`src/rtl/mux_scan_nto1.sv`:
```
// rtl/mux_scan_nto1.sv - N-to-1 registered mux with round-robin auto-scan sequencer
// Define MUX_SCAN_MASK_EN to add the ch_mask port that lets auto-scan skip disabled channels.
module mux_scan_nto1 #(
  parameter int WIDTH    = 8,
  parameter int CHANNELS = 4,
  parameter int SEL_W    = 2,
  parameter int DWELL    = 4
) (
  input  logic                      clk,
  input  logic                      rst_n,
  input  logic [CHANNELS*WIDTH-1:0] din,
  input  logic                      en,
  input  logic                      mode,
  input  logic [SEL_W-1:0]          sel_in,
`ifdef MUX_SCAN_MASK_EN
  input  logic [CHANNELS-1:0]       ch_mask,
`endif
  output logic [WIDTH-1:0]          dout,
  output logic                      dout_valid,
  output logic [SEL_W-1:0]          cur_sel,
  output logic                      wrap,
  output logic                      sel_err
);

  localparam int                CNT_W    = (DWELL > 1) ? $clog2(DWELL) : 1;
  localparam logic [CNT_W-1:0]  CNT_LAST = CNT_W'(DWELL - 1);
  localparam logic [SEL_W:0]    CH_LIMIT = (SEL_W + 1)'(CHANNELS);
  localparam logic [SEL_W-1:0]  SEL_LAST = SEL_W'(CHANNELS - 1);

  logic [WIDTH-1:0] dout_q, dout_d;
  logic             valid_q, valid_d;
  logic [SEL_W-1:0] sel_q, sel_d;
  logic [CNT_W-1:0] cnt_q, cnt_d;
  logic             wrap_q, wrap_d;
  logic             err_q, err_d;

  logic [SEL_W-1:0] next_sel;
  logic [WIDTH-1:0] man_data, cur_data, nxt_data;
  logic             sel_in_ok;

  assign sel_in_ok = ({1'b0, sel_in} < CH_LIMIT);

`ifdef MUX_SCAN_MASK_EN
  logic [SEL_W-1:0] hi_sel, lo_sel;
  logic             hi_ok, lo_ok;

  // Descending walk so the lowest enabled channel above (or below) cur_sel wins.
  always_comb begin
    hi_sel = '0;
    lo_sel = '0;
    hi_ok  = 1'b0;
    lo_ok  = 1'b0;
    for (int k = CHANNELS - 1; k >= 0; k--) begin
      if (ch_mask[k] && (SEL_W'(k) > sel_q)) begin
        hi_sel = SEL_W'(k);
        hi_ok  = 1'b1;
      end
      if (ch_mask[k] && (SEL_W'(k) < sel_q)) begin
        lo_sel = SEL_W'(k);
        lo_ok  = 1'b1;
      end
    end
    if (hi_ok) begin
      next_sel = hi_sel;
    end else if (lo_ok) begin
      next_sel = lo_sel;
    end else begin
      next_sel = sel_q;
    end
  end
`else
  assign next_sel = (sel_q == SEL_LAST) ? '0 : sel_q + SEL_W'(1);
`endif

  // Out-of-range manual selects match no channel and so yield zero data.
  always_comb begin
    man_data = '0;
    cur_data = '0;
    nxt_data = '0;
    for (int k = 0; k < CHANNELS; k++) begin
      if (sel_in == SEL_W'(k)) man_data = din[k*WIDTH +: WIDTH];
      if (sel_q == SEL_W'(k))  cur_data = din[k*WIDTH +: WIDTH];
      if (next_sel == SEL_W'(k)) nxt_data = din[k*WIDTH +: WIDTH];
    end
  end

  always_comb begin
    dout_d  = dout_q;
    valid_d = valid_q;
    sel_d   = sel_q;
    cnt_d   = cnt_q;
    wrap_d  = 1'b0;
    err_d   = 1'b0;
    if (en) begin
      valid_d = 1'b1;
      if (!mode) begin
        // Manual mode parks the dwell counter so a switch to auto starts a fresh dwell.
        cnt_d = '0;
        if (sel_in_ok) begin
          sel_d  = sel_in;
          dout_d = man_data;
        end else begin
          dout_d = '0;
          err_d  = 1'b1;
        end
      end else if (cnt_q == CNT_LAST) begin
        cnt_d  = '0;
        sel_d  = next_sel;
        dout_d = nxt_data;
        wrap_d = (next_sel < sel_q);
      end else begin
        cnt_d  = cnt_q + CNT_W'(1);
        dout_d = cur_data;
      end
    end
  end

  always_ff @(posedge clk or negedge rst_n) begin
    if (!rst_n) begin
      dout_q  <= '0;
      valid_q <= 1'b0;
      sel_q   <= '0;
      cnt_q   <= '0;
      wrap_q  <= 1'b0;
      err_q   <= 1'b0;
    end else begin
      dout_q  <= dout_d;
      valid_q <= valid_d;
      sel_q   <= sel_d;
      cnt_q   <= cnt_d;
      wrap_q  <= wrap_d;
      err_q   <= err_d;
    end
  end

  assign dout       = dout_q;
  assign dout_valid = valid_q;
  assign cur_sel    = sel_q;
  assign wrap       = wrap_q;
  assign sel_err    = err_q;

endmodule
```
`config.mk`:
```
export PLATFORM = sky130hd
export DESIGN_NAME = mux_scan_nto1
export DESIGN_NICKNAME = d
export VERILOG_FILES = /design/src/rtl/mux_scan_nto1.sv
export SDC_FILE = /design/constraint.sdc
export NUM_CORES = 1
export LEC_CHECK = 0
export ABC_AREA = 1
export CORE_MARGIN = 8
export CORE_UTILIZATION = 43
export CTS_CLUSTER_DIAMETER = 50
export DETAILED_ROUTE_END_ITERATION = 7
export GPL_TIMING_DRIVEN = 0
export HOLD_SLACK_MARGIN = 0.02
export PLACE_DENSITY = 0.77
export SYNTH_ARGS = -nofsm -noshare
export SYNTH_HDL_FRONTEND = slang
export SYNTH_SLANG_ARGS = --single-unit
```
`constraint.sdc`:
```
create_clock -name clk -period 1.5 [get_ports clk]
set_input_delay 0.3 -clock clk [delete_from_list [all_inputs] [get_ports clk]]
set_output_delay 0.3 -clock clk [all_outputs]
set_load 0.02 [all_outputs]
```
* Word level (Yosys, flattened, before mapping) *
Cells that the tools add are included.

word-level totals
  flip-flop bits (word level) = 14
  logic and storage cells = 45
  input bits = 38
  output and inout bits = 13

operators by class
  equality and inequality tests = 11
  add/sub/neg operators = 2
  muxes and demuxes = 22
  order comparisons = 1
  reductions and logical operators = 4

operator list
  operator                                                                number
  8-bit 2-to-1 mux                                                        14
  2-bit equality test (second input constant)                             7
  2-bit 2-to-1 mux                                                        5
  2-bit by 1-bit equality test with 1-bit output (second input constant)  3
  2-bit zero test                                                         3
  2-bit by 1-bit adder with 2-bit output (second input constant)          2
  1-bit 2-to-1 mux                                                        3
  2-bit < comparator                                                      1
  2-bit by 1-bit != test with 1-bit output (second input constant)        1
  2-bit AND reduction                                                     1

* Depth between registers and ports, before layout *
  depth after elaboration = 9
  depth in mapped cells = 13
  mapped depth without buffers = 11

* Worst setup path before layout *
OpenSTA, ideal clock, no wires.

  path kind = register to register
  from = register sel_q[1], in the netlist cur_sel[1]
  to = register dout_q[6], in the netlist dout[6]
  cell stages (with the launch flop) = 11
  required time = 1.384 ns
  data arrival time = 1.481 ns
  path buffers = 2
  clock period less this slack = 1.597 ns
  library setup time = 0.116 ns
  slack = -0.097 ns
  cells stage by stage = dfrtp_1 > inv_1 > ha_1 > buf_6 > buf_4 > a21oi_1 > nand2_1 > nand2_1 > nand3_1 > nand2_1 > nand2_1

between the ends
  cells in the longest elaborated chain, start to end = 9
  elaborated cells between the ends (all ways) = 20
  classes of those cells = 1 x add/sub; 6 x eq/ne; 11 x mux; 2 x reduce/logical

RTL lines
  item                                                                           line    text
  start, declared                                                                32      logic [SEL_W-1:0] sel_q, sel_d;
  start signal, assigned                                                         129     sel_q <= sel_d;
  2-bit by 1-bit adder with 2-bit output or 2-bit equality test (tied branches)  72, 82
  2-bit 2-to-1 mux                                                               72      assign next_sel = (sel_q == SEL_LAST) ? '0 : sel_q + SEL_W'(1);
  2-bit zero test                                                                83      if (next_sel == SEL_W'(k)) nxt_data = din[k*WIDTH +: WIDTH];
  8-bit 2-to-1 mux (4 in series)                                                 83
  8-bit 2-to-1 mux *                                                             106     end else if (cnt_q == CNT_LAST) begin
  8-bit 2-to-1 mux *                                                             96      if (!mode) begin
  end signal, assigned                                                           127     dout_q <= dout_d;
  end, declared                                                                  30      logic [WIDTH-1:0] dout_q, dout_d;

Mark *: on every way between the ends. The rest lies on a longest branch, timed or not.
A chain may end at the register's enable or synchronous reset.

* Worst setup path in the final report *
  from = register sel_q[0], in the netlist cur_sel[0]
  to = register dout_q[2], in the netlist dout[2]

The elaborated chain is that of the path after synthesis.

==> flow_summary.ini <==
[run_status]
outcome = finished, violations left
violations = negative setup slack

[drt]
dr.pass1.iters = 5
drc_errors = 0
detail-route-antenna-nets = 0
dr_total_vias = 2226
routed_wl_um = 6030
routed_via_density = 5.58
post_drt_wl_per_cell_um = 15.1
first_iter_violations = 179

[clocking]
clkSinkCount = 14
insertion_delay_ps = 250
htree_levels = 1
cts_buffers = 3
cts_max_path_buffers = 2
hold_buffers = 0
cts.reportedPaths.clkPinSlew_ps = 70
cts_tree = done
root_buffer = clkbuf_8

[setup_path]
cp_common_cell = nand2_1
cp.buffers_inverters = 3
path_max_fanout = 7
critPathLaunch = cur_sel[0]
cp-start-kind = flop
crit_type = reg2reg
slowest_stage = dfrtp_2
r2r_start = cur_sel[0]
critPathTopFamily = flip-flops
path_cells = clkinv_4, ha_4, buf_6, inv_6, nand2_2, o21ai_1, nand2_1, nand2_1, nand2_1, nand2_1, nand2_1, nand2_1
crit_path_end_kind = flop
required_ps = 1690
cpPeakStageDelay_ps = 460
arrival_ps = 1760

[logic_synthesis]
yosysSeqAreaShare_pct = 20.7
netlist_area_um2 = 1690
synth_top_area_share_pct = 29.3
synth_edf_count = 0
yosys.area.top_type = nand2_1
syn-num-nets = 335
synth_mux_area_share_pct = 0
syn_inst = 290
synth_ff_type = dfrtp_1
synth-seq-cells = 14
synth_warnings = 0
synthTopCellsByArea = nand2_1 29%, dfrtp_1 21%, a21oi_1 12%, nand3_1 6.8%, ha_1 5.2%
synth_fa_ha_area_share_pct = 5.19
synth_top_family_by_area = simple AND/OR/NAND/NOR gates
syn_avg_cell_area_um2 = 5.82
synth-simple-area-share_pct = 40.8
yosysUniqueCellTypes = 27
synth_compound_area_share_pct = 19.1
synthXorXnorAreaFrac_pct = 0
async_flop_share_pct = 100

[worst_hold_path]
hp-class = in2async

[timing]
setup_viol = 8
finalCritPeriodShare_pct = 105
setup_tns_ps = -287
report.final.hold_viol_count = 0
relSlewSlack_pct = 54.2
finClkSkew_ps = 7.13
slew_violations = 0
fin_crit_ps = 1570
setup_ws_ps = -72.5
rsz0062_at_grt = yes
max_freq_mhz = 636
tightest_slew_ps = 685
whs_ps = 459

[grt]
grt_pass1_wl_um = 9480
antenna_found_initial = 0
track_usage_pct = 18.1
grt_pass1_vias = 2090
grt_start_max_net_pins = 15
overflow = 0

[place]
hpwlAfterDp_um = 4260
port-buffer-count = 49
gp_congestion = 0.886

[final_layout]
fillers = 369
nets = 397
multi_input_area_um2 = 1200
regArea_um2 = 353
syn2layout_area_growth_pct = 46.8
final_util_pct = 66.7
final_common_cell = nand2_1
mostFrequentLayoutCells = 129 x nand2_1, 37 x a21oi_1, 37 x clkdlybuf4s50_1
drive_above_1_share_pct = 15.7
num_antenna_cells = 0

[die]
core-area_um2 = 3720
io_pins = 51
dieWidth_um = 78.7
dieArea_um2 = 6190
start_util_pct = 45.5
die_h_um = 78.7
fp-row-count = 22

[pwr]
vdd_drop_max_v = 0.000602
leakagePower_uw = 0.00126
power_uw = 2290
power_density_nw_per_um2 = 925

[run]
drv_cap = 0
metal layers:
| metal | global-route usage, % | wire [um] |
|---|---|---|
| met1 | 22.6 | 2300 |
| met2 | 30.4 | 2920 |
| met3 | 4.21 | 580 |
| met4 | 5.00 | 225 |
| met5 | 0 | 0 |
state kept, by name, indices dropped and copies added, names as in the netlist:
name,cells
wrap,1
dout,8
dout_valid,1
cnt_q,2
cur_sel,2
through the flow:
stage	setup slack (ps)	cell area, um2	instances
global placement	-150	2240	387
floorplan	3.42	1690	290
finish	-72.5	2480	399
detailed placement	-178	2240	387
CTS	-11.0	2340	395
global route	-127	2480	399
cell usage after synthesis, types with 3 or more instances:
library cell	instances
dfrtp_1	14
buf_4	4
buf_6	5
ha_1	7
nand3_1	23
buf_2	3
nor2_1	10
nand2_1	132
inv_1	17
a21oi_1	40
o21ai_0	13
worst paths after layout:
path	to	slack, ps	cells past startpoint
max	dout[2]	-70	12
min	cur_sel[1]	460	1
max reg2reg	dout[2]	-70	12
min reg2reg	dout_valid	460	1
max in group asynchronous	cur_sel[0]	560	1
min in group clk	dout_valid	460	1
power by group:
group / internal, uW / switching, uW / total (uW)
combinational: 642 / 818 / 1460
clock: 188 / 148 / 336
sequential: 444 / 53.4 / 498
total: 1270 / 1020 / 2290
cells by family (layout without fill, tap and decap cells):
group	Yosys count	after routing
and+or+nand+nor	170	170
other	1	1
DFF	14	14
AOI/OAI and AO/OA	61	61
adders and majority gates	7	7
buffers and inverters	37	98
cell type report:
| cell class | count | share of cell area, % |
|---|---|---|
| multi-input cells | 239 | 48.3 |
| repair buffers | 60 | 24.1 |
| flip-flops and latches | 14 | 14.2 |
| plain buffers | 12 | 5.05 |
| inverters | 22 | 4.14 |
| well taps | 48 | 2.42 |
| clock buffers | 4 | 1.82 |
what timing repair did:
action	4_1_cts	5_1_grt
gates resized for setup	20	25
setup endpoints to repair	16	12
pin swaps	0	12
gates cloned	0	2
setup buffers	5	4
Power figures use the tool's default switching activity.
